**src/rtl/mc_pkg.sv**
```systemverilog
// rtl/mc_pkg.sv - shared types, ALU opcodes and class helpers for the multi-cycle sequencer
package mc_pkg;

    typedef enum logic [1:0] {
        ST_IDLE,
        ST_ISSUE,
        ST_WAIT,
        ST_DONE
    } state_e;

    typedef enum logic [1:0] {
        CLS_NONE,
        CLS_FP,
        CLS_VEC
    } class_e;

    // FP class; 1100 is also MOVIDX, which runs on the FP unit
    localparam logic [3:0] ALU_FMUL = 4'b0101;
    localparam logic [3:0] ALU_FADD = 4'b1100;
    localparam logic [3:0] ALU_FDIV = 4'b1101;

    localparam logic [3:0] ALU_VADD = 4'b1000;
    localparam logic [3:0] ALU_VSUB = 4'b1001;
    localparam logic [3:0] ALU_VMUL = 4'b1010;
    localparam logic [3:0] ALU_VAND = 4'b1011;
    localparam logic [3:0] ALU_VXOR = 4'b1111;

    function automatic logic is_fp(input logic [3:0] alu_control);
        return (alu_control == ALU_FMUL) || (alu_control == ALU_FADD) ||
               (alu_control == ALU_FDIV);
    endfunction

    function automatic logic is_vec(input logic [3:0] alu_control);
        return (alu_control == ALU_VADD) || (alu_control == ALU_VSUB) ||
               (alu_control == ALU_VMUL) || (alu_control == ALU_VAND) ||
               (alu_control == ALU_VXOR);
    endfunction

endpackage

```
**src/rtl/multicycle_exec_ctrl_if.sv**
```systemverilog
// rtl/multicycle_exec_ctrl_if.sv - decoder/multi-cycle-unit handshake bundle for the sequencer
interface multicycle_exec_ctrl_if;

    logic        InstrValid;
    logic        ALUOp;
    logic [3:0]  ALUControl;
    logic        MCDone;
    logic        MCStart;
    logic        Stall;
    logic        CommitEn;
    logic        MCError;
    logic [15:0] StallCount;

    modport master (
        output InstrValid, ALUOp, ALUControl, MCDone,
        input  MCStart, Stall, CommitEn, MCError, StallCount
    );

    modport slave (
        input  InstrValid, ALUOp, ALUControl, MCDone,
        output MCStart, Stall, CommitEn, MCError, StallCount
    );

endinterface

```
**src/rtl/mc_latency_counter.sv**
```systemverilog
// rtl/mc_latency_counter.sv - minimum-latency down counter: load, decrement, hold at zero
module mc_latency_counter #(
    parameter int CNT_W = 4
) (
    input  logic             clk,
    input  logic             rst_n,
    input  logic             load_i,
    input  logic [CNT_W-1:0] load_val_i,
    input  logic             dec_i,
    output logic             zero_o
);

    logic [CNT_W-1:0] lat_q, lat_d;

    always_comb begin
        lat_d = lat_q;
        if (load_i) begin
            lat_d = load_val_i;
        end else if (dec_i && (lat_q != '0)) begin
            lat_d = lat_q - 1'b1;
        end
    end

    always_ff @(posedge clk or negedge rst_n) begin
        if (!rst_n) begin
            lat_q <= '0;
        end else begin
            lat_q <= lat_d;
        end
    end

    assign zero_o = (lat_q == '0);

endmodule

```
**src/rtl/multicycle_exec_ctrl.sv**
```systemverilog
// rtl/multicycle_exec_ctrl.sv - multi-cycle FP/vector op sequencer (stall, start, commit, timeout)
// Optional stall-cycle counter built when MC_PERF_COUNT_EN is defined.
module multicycle_exec_ctrl
    import mc_pkg::*;
#(
    parameter int FP_LAT  = 3,
    parameter int VEC_LAT = 2,
    parameter int TIMEOUT = 15,
    parameter int CNT_W   = 4
) (
    input  logic                 clk,
    input  logic                 reset,
    multicycle_exec_ctrl_if.slave bus
);

    state_e           state_q, state_d;
    class_e           class_q, class_d;
    logic             done_seen_q, done_seen_d;
    logic [CNT_W-1:0] tmo_q, tmo_d;
    logic             err_q, err_d;

    logic             lat_load;
    logic [CNT_W-1:0] lat_load_val;
    logic             lat_dec;
    logic             lat_zero;
    logic             stall;
    logic             commit;
    logic             mc_start;
    logic             op_fp;
    logic             op_vec;

    assign op_fp  = bus.ALUOp && is_fp(bus.ALUControl);
    assign op_vec = bus.ALUOp && is_vec(bus.ALUControl);

    mc_latency_counter #(.CNT_W(CNT_W)) u_lat (
        .clk        (clk),
        .rst_n      (reset),
        .load_i     (lat_load),
        .load_val_i (lat_load_val),
        .dec_i      (lat_dec),
        .zero_o     (lat_zero)
    );

    always_comb begin
        state_d      = state_q;
        class_d      = class_q;
        done_seen_d  = done_seen_q;
        tmo_d        = tmo_q;
        err_d        = err_q;
        lat_load     = 1'b0;
        lat_load_val = '0;
        lat_dec      = 1'b0;
        stall        = 1'b0;
        commit       = 1'b0;
        mc_start     = 1'b0;

        case (state_q)
            ST_IDLE: begin
                if (bus.InstrValid && (op_fp || op_vec)) begin
                    stall        = 1'b1;
                    lat_load     = 1'b1;
                    lat_load_val = op_fp ? CNT_W'(FP_LAT) : CNT_W'(VEC_LAT);
                    class_d      = op_fp ? CLS_FP : CLS_VEC;
                    state_d      = ST_ISSUE;
                end else begin
                    commit = bus.InstrValid;
                end
            end
            ST_ISSUE: begin
                // Counting down already here gives exactly LAT cycles in WAIT
                mc_start    = (class_q != CLS_NONE);
                stall       = 1'b1;
                lat_dec     = 1'b1;
                done_seen_d = 1'b0;
                tmo_d       = '0;
                state_d     = ST_WAIT;
            end
            ST_WAIT: begin
                stall       = 1'b1;
                lat_dec     = 1'b1;
                tmo_d       = tmo_q + 1'b1;
                done_seen_d = done_seen_q | bus.MCDone;
                if (lat_zero && (bus.MCDone || done_seen_q)) begin
                    state_d = ST_DONE;
                end else if (tmo_q == CNT_W'(TIMEOUT - 1)) begin
                    err_d   = 1'b1;
                    state_d = ST_DONE;
                end
            end
            ST_DONE: begin
                commit  = 1'b1;
                class_d = CLS_NONE;
                state_d = ST_IDLE;
            end
            default: begin
                state_d = ST_IDLE;
            end
        endcase
    end

    always_ff @(posedge clk or negedge reset) begin
        if (!reset) begin
            state_q     <= ST_IDLE;
            class_q     <= CLS_NONE;
            done_seen_q <= 1'b0;
            tmo_q       <= '0;
            err_q       <= 1'b0;
        end else begin
            state_q     <= state_d;
            class_q     <= class_d;
            done_seen_q <= done_seen_d;
            tmo_q       <= tmo_d;
            err_q       <= err_d;
        end
    end

`ifdef MC_PERF_COUNT_EN
    logic [15:0] stall_cnt_q, stall_cnt_d;

    always_comb begin
        stall_cnt_d = stall_cnt_q;
        if (stall && (stall_cnt_q != 16'hFFFF)) begin
            stall_cnt_d = stall_cnt_q + 16'd1;
        end
    end

    always_ff @(posedge clk or negedge reset) begin
        if (!reset) begin
            stall_cnt_q <= '0;
        end else begin
            stall_cnt_q <= stall_cnt_d;
        end
    end

    assign bus.StallCount = stall_cnt_q;
`else
    assign bus.StallCount = 16'h0000;
`endif

    assign bus.MCStart  = mc_start;
    assign bus.Stall    = stall;
    assign bus.CommitEn = commit;
    assign bus.MCError  = err_q;

endmodule

```
**src/flat_wrapper.sv**
```systemverilog
// flat-port wrapper written by rule: the top's interface ports become plain ports
module multicycle_exec_ctrl_flat import mc_pkg::*;
#(
    parameter int FP_LAT  = 3,
    parameter int VEC_LAT = 2,
    parameter int TIMEOUT = 15,
    parameter int CNT_W   = 4
)
  (clk, reset, bus_InstrValid, bus_ALUOp, bus_ALUControl, bus_MCDone, bus_MCStart, bus_Stall, bus_CommitEn, bus_MCError, bus_StallCount);
  multicycle_exec_ctrl_if bus_i ();
  input  logic clk;
  input  logic reset;
  input wire logic [$bits(bus_i.InstrValid)-1:0] bus_InstrValid;
  input wire logic [$bits(bus_i.ALUOp)-1:0] bus_ALUOp;
  input wire logic [$bits(bus_i.ALUControl)-1:0] bus_ALUControl;
  input wire logic [$bits(bus_i.MCDone)-1:0] bus_MCDone;
  output wire logic [$bits(bus_i.MCStart)-1:0] bus_MCStart;
  output wire logic [$bits(bus_i.Stall)-1:0] bus_Stall;
  output wire logic [$bits(bus_i.CommitEn)-1:0] bus_CommitEn;
  output wire logic [$bits(bus_i.MCError)-1:0] bus_MCError;
  output wire logic [$bits(bus_i.StallCount)-1:0] bus_StallCount;
  assign bus_i.InstrValid = bus_InstrValid;
  assign bus_i.ALUOp = bus_ALUOp;
  assign bus_i.ALUControl = bus_ALUControl;
  assign bus_i.MCDone = bus_MCDone;
  assign bus_MCStart = bus_i.MCStart;
  assign bus_Stall = bus_i.Stall;
  assign bus_CommitEn = bus_i.CommitEn;
  assign bus_MCError = bus_i.MCError;
  assign bus_StallCount = bus_i.StallCount;
  multicycle_exec_ctrl #(.FP_LAT(FP_LAT), .VEC_LAT(VEC_LAT), .TIMEOUT(TIMEOUT), .CNT_W(CNT_W)) u_core (.clk(clk), .reset(reset), .bus(bus_i));
endmodule
```
**config.mk**
```make
export PLATFORM = sky130hd
export DESIGN_NAME = multicycle_exec_ctrl_flat
export DESIGN_NICKNAME = d
export VERILOG_FILES = /design/src/rtl/mc_pkg.sv /design/src/rtl/multicycle_exec_ctrl_if.sv /design/src/rtl/mc_latency_counter.sv /design/src/rtl/multicycle_exec_ctrl.sv /design/src/flat_wrapper.sv
export SDC_FILE = /design/constraint.sdc
export NUM_CORES = 1
export LEC_CHECK = 0
export ABC_CLOCK_PERIOD_IN_PS = 4900
export BUFFER_PORTS_ARGS = -buffer_cell sky130_fd_sc_hd__buf_2
export CAP_MARGIN = 20
export CELL_PAD_IN_SITES_DETAIL_PLACEMENT = 0
export CELL_PAD_IN_SITES_GLOBAL_PLACEMENT = 2
export CORE_MARGIN = 2
export CORE_UTILIZATION = 33
export DETAILED_ROUTE_END_ITERATION = 10
export PLACE_DENSITY = 0.88
export SLEW_MARGIN = 30
export SYNTH_ARGS = -nofsm -noshare
export SYNTH_HDL_FRONTEND = slang
export SYNTH_HIERARCHICAL = 1
export SYNTH_SLANG_ARGS = --single-unit
```
**constraint.sdc**
```tcl
create_clock -name clk -period 4.9 [get_ports clk]
set_input_delay 0.735 -clock clk [delete_from_list [all_inputs] [get_ports clk]]
set_output_delay 0.735 -clock clk [all_outputs]
set_load 0.01 [all_outputs]
```
== Yosys cells after proc, flatten, opt, wreduce, memory -nomap -nowiden ==
Cells that the tools add are included.

* Logic and storage cells: 69
* Flip-flop bits (word level): 14
* Input bits: 9
* Output and inout bits: 20

* Reduce and logical (&&, ||, !) cells: 24
* Equal/unequal tests: 14
* Mux-type cells: 21
* Bitwise operators: 2
* Add/subtract/negate cells: 2

{| class="wikitable"
|+ Operators by type and width
! operator !! count
|-
| equality test 4 bit (second input constant) || 8
|-
| two-way mux 4 bit || 4
|-
| two-way mux 2 bit || 5
|-
| logical OR 1 bit || 8
|-
| case mux 2 bit (4 select lines) || 1
|-
| case mux 4 bit (2 select lines) || 1
|-
| nonzero test 2 bit || 4
|-
| two-way mux 1 bit || 6
|-
| case mux 1 bit (2 select lines) || 3
|-
| logical AND 1 bit || 5
|-
| adder 4 x 1 -> 4 bit (second input constant) || 1
|-
| equality test 2 bit (second input constant) || 2
|-
| equality test 4 x 3 -> 1 bit (second input constant) || 1
|-
| logical NOT 4 bit || 1
|-
| case mux 2 bit (2 select lines) || 1
|-
| AND reduction 2 bit || 2
|-
| nonzero test 4 bit || 1
|-
| subtractor 4 x 1 -> 4 bit (second input constant) || 1
|-
| != test 3 x 1 -> 1 bit (second input constant) || 1
|-
| AND reduction 3 bit || 1
|-
| equality test 2 x 1 -> 1 bit (second input constant) || 1
|-
| logical NOT 2 bit || 1
|-
| != test 2 x 1 -> 1 bit (second input constant) || 1
|-
| OR reduction 2 bit || 1
|-
| 2 further kinds || 2
|}

== Longest topological paths before layout ==
* Word-level depth: 11
* Depth in mapped cells: 7
* Depth with buffers taken out: 7

== Cells and area by module ==
The synthesis kept the hierarchy.

{| class="wikitable"
|+ Modules (own cells, without submodules)
! module !! cells each !! times used !! area an instance (µm²) !! seq. area each (µm²)
|-
| multicycle_exec_ctrl || 85 || 1 || 818.3 || 250.2
|-
| mc_latency_counter || 27 || 1 || 270.3 || 100.1
|}

== Worst setup path after synthesis ==
OpenSTA, ideal clock, no wires.

* Path kind: reg-to-output
* From: register u_core.state_q[0]
* To: output bus_Stall
* Path slack: 2768 ps
* Path buffers: 0
* Data required time: 4165 ps
* Cell stages (with the launch flop): 6
* Data arrival time: 1397 ps
* Cells stage by stage: dfrtp_1 > inv_1 > ha_1 > nand2_1 > or2_2 > o22ai_1

* Longest elaborated chain between the ends: 3
* Elaborated cells between the ends (all ways): 5
* Those cells by class: 2 x eq/ne; 1 x mux; 2 x reduce/logical

{| class="wikitable"
|+ RTL lines
! element !! RTL line !! source
|-
| start: declaration || multicycle_exec_ctrl.sv:16 || <nowiki>state_e state_q, state_d;</nowiki>
|-
| start signal: assignment || multicycle_exec_ctrl.sv:109 || <nowiki>state_q <= state_d;</nowiki>
|-
| equality test 2 x 1 -> 1 bit / equality test 2 bit (equally long branches) || multicycle_exec_ctrl.sv:57 || <nowiki>case (state_q)</nowiki>
|-
| OR reduction 2 bit (no source line) || - ||
|-
| case mux 1 bit (2 select lines) * || multicycle_exec_ctrl.sv:57 ||
|-
| end: declaration || flat_wrapper.sv:18 || <nowiki>output wire logic [$bits(bus_i.Stall)-1:0] bus_Stall;</nowiki>
|}

Every way passes the cells marked *; elsewhere a longest branch is shown, timed or not.

== Final worst setup path ==
Ends and elaborated chain as after synthesis.

==> metrics.yaml <==
synth_area_um2: 1090
drive_gt1_share_pct: 22.7
cp_num_buf_inv: 2
period_minus_slack_ps: 2640
routed_via_density: 4.81
maxCapViolations: 0
clkTransAtPathRegs_ps: 90
max_stage_delay_ps: 430
num_vias: 827
slowest_stage: "dfrtp_1"
final_cell_mix: "conb_1 (18), dfrtp_1 (14), buf_2 (12)"
clockRootBuffer: "clkbuf_4"
worstMarginPinSlew_ps: 620
final_util_pct: 37.8
worst_clock_skew_ps: 9.07
finalSetupViolCount: 0
core_um2: 3100
grt_overflow_total: 0
gp_congestion: 0.748
worst-setup-path-type: "reg -> out"
layout_commonest_cell: "conb_1"
tns_ps: 0
antenna_found_initial: 0
status: "completed"
num_antenna_cells: 0
fmax_mhz: 378
nets: 146
finalHoldViolations: 0
relSlewSlack_pct: 58.5
tritoncts: "yes"
timing.rr.end: "u_core/u_lat/lat_q[3]"
gr-usage-all-layers_pct: 11.9
grt_pass1_wl_mm: 3.29
grt_pass1_vias: 799
rsz0062_at_grt: "no"
firstDrtPassIters: 4
dpl.hpwl_mm: 1.45
antenna_left: 0
cp.arrival_ps: 1910
post-route-period-util_pct: 54.0
holdWs_ps: 334
p_per_area_nw_per_um2: 562
synth_cell_types: 44
clockBufferDepth: 2
cts_setup_buffers: 0
dieArea_um2: 3770
final_cell_area_um2: 1170
initial_utilization_pct: 35.1
die_x_um: 61.4
cp-end-kind: "output pin"
yosysWarnings: 6
dr.first_iter.drc_count: 40
ioPinCount: 29
h-tree-depth: 1
reg2reg_depth: 6
leakagePower_uw: 0.000543
start_kind: "flop"
clock-sinks: 14
cts_hold_buf: 0
cts_resized: 0
grt_max_degree: 15
critPathTopFamily: "simple AND/OR/NAND/NOR gates"
rrSetupSlack_ps: 2720
io_buffers: 12
crit_required_ps: 4160
synthCells: 112
insertion_delay_ps: 280
drc: 0
syn_avg_cell_area_um2: 9.72
ys_ff_latch: 14
min_path_type: "in -> async"
wl_per_cell_um: 10.9
drt-total-wl_mm: 1.88
rows: 20
cts_made_buffers: 3
r2r_start: "u_core/state_q[0]"
ir_worst_vdd_uv: 142
maxSlewViolCount: 0
cp_max_fo: 6
crit_chain: "inv_1 -> ha_1 -> nand2_1 -> or2_2 -> o22ai_1 -> buf_2"
ys_seq_area_share_pct: 32.2
area_delta_synth_final_pct: 7.70
die_h_um: 61.4
placed_area_um2: 1140
## state kept, by name (all words and copies together), names as in the netlist
name	flops
u_core/state_q	2
u_core/bus.MCError	1
u_core/class_q	2
u_core/u_lat/lat_q	4
u_core/done_seen_q	1
u_core/tmo_q	4
## metrics by stage
| step | instances | setup WS [ps] | power [uW] |
|---|---|---|---|
| 2_1_floorplan | 129 | 2770 | 500 |
| 3_3_place_gp | 168 | 2530 | 565 |
| 3_5_place_dp | 168 | 2510 | 579 |
| 4_1_cts | 172 | 2240 | 666 |
| 5_1_grt | 172 | 2090 | 724 |
| 6_report | 172 | 2260 | 658 |
## per-layer routing
metal / global-route usage [%] / vias to the layer above / routed length (um)
li1: - / 398 / -
met1: 14.3 / 403 / 879
met2: 19.8 / 24 / 877
met3: 2.10 / 2 / 97
met4: 7.29 / 0 / 27
met5: 0 / - / 0
## cell type report
| cell class | count | area, um2 |
|---|---|---|
| repair buffers | 12 | 60.1 |
| fillers | 325 | 1930 |
| clock buffers | 4 | 36.3 |
| inverters | 10 | 37.5 |
| flip-flops and latches | 14 | 350 |
| multi-input cells | 88 | 633 |
| well taps | 44 | 55.1 |
## worst max path at each step
stage                                  from           end  slack [ps]  depth (start not counted)
final                     u_core/state_q[0]     bus_Stall        2260                          6
after global routing      u_core/state_q[0]     bus_Stall        2090                          6
after CTS                 u_core/state_q[0]  bus_CommitEn        2240                          5
after detailed placement  bus_ALUControl[2]  bus_CommitEn        2510                          6
after global placement    bus_ALUControl[2]  bus_CommitEn        2530                          6
after floorplan           u_core/state_q[0]     bus_Stall        2770                          5
## worst reg2reg max path: stages, from the launching register on
cell and delay [ps]:
dfrtp_1 430, inv_1 120, ha_1 350, nand2_1 190, nor2_1 530, nor3_1 110, a221o_1 340
## cell families (layout without fill, tap and decap cells)
group                    Yosys count  count (layout)  share of synthesized area [%]
flip-flops                        14              14                           32.2
other                              1              18                          0.344
AO/OA/AOI/OAI                     29              29                           22.6
multiplexers                       2               2                           1.95
buffers and inverters             27              26                           15.5
adder cells (fa/ha/maj)            8               8                           9.20
AND/OR/NAND/NOR                   31              31                           18.2
## synthesized netlist by cell type
library cell / instances / area share (%)
conb_1: 1 / 0.34
nor4b_2: 1 / 1.4
dfrtp_1: 14 / 32
a221o_1: 1 / 0.92
and3_1: 1 / 0.58
mux2i_1: 1 / 0.92
o2111ai_2: 1 / 1.4
nand3_1: 3 / 1.4
nor2b_4: 1 / 1.3
mux2_2: 1 / 1.0
nand3b_1: 1 / 0.69
or4_1: 1 / 0.69
nand3_2: 2 / 1.8
and2_1: 1 / 0.58
nor3b_1: 1 / 0.69
o31ai_1: 1 / 0.69
nand2_1: 7 / 2.4
nor3b_2: 1 / 1.1
o21ai_1: 1 / 0.46
o22a_1: 1 / 0.80
inv_1: 10 / 3.4
buf_6: 1 / 1.0
or2b_1: 1 / 0.69
o2bb2ai_1: 2 / 1.6
o21ai_0: 4 / 1.8
o22ai_1: 2 / 1.1
ha_1: 8 / 9.2
o31a_1: 1 / 0.80
a21boi_2: 1 / 1.0
a22o_1: 1 / 0.80
and4b_1: 1 / 0.92
o21a_1: 3 / 2.1
nor3_1: 3 / 1.4
nor2_1: 4 / 1.4
o21bai_1: 1 / 0.69
a2bb2oi_2: 1 / 1.4
o221ai_2: 1 / 1.4
a21oi_1: 4 / 1.8
or3_1: 1 / 0.58
or2_2: 1 / 0.58
a31oi_4: 1 / 2.0
o211ai_2: 1 / 1.1
buf_4: 16 / 11
o211ai_1: 1 / 0.69
## power by group
group          switching (uW)  internal [uW]
clock network            38.3           45.2
registers                39.4            161
logic                     212            163
total                     289            369
No activity file was read; power rests on OpenSTA's default activity.
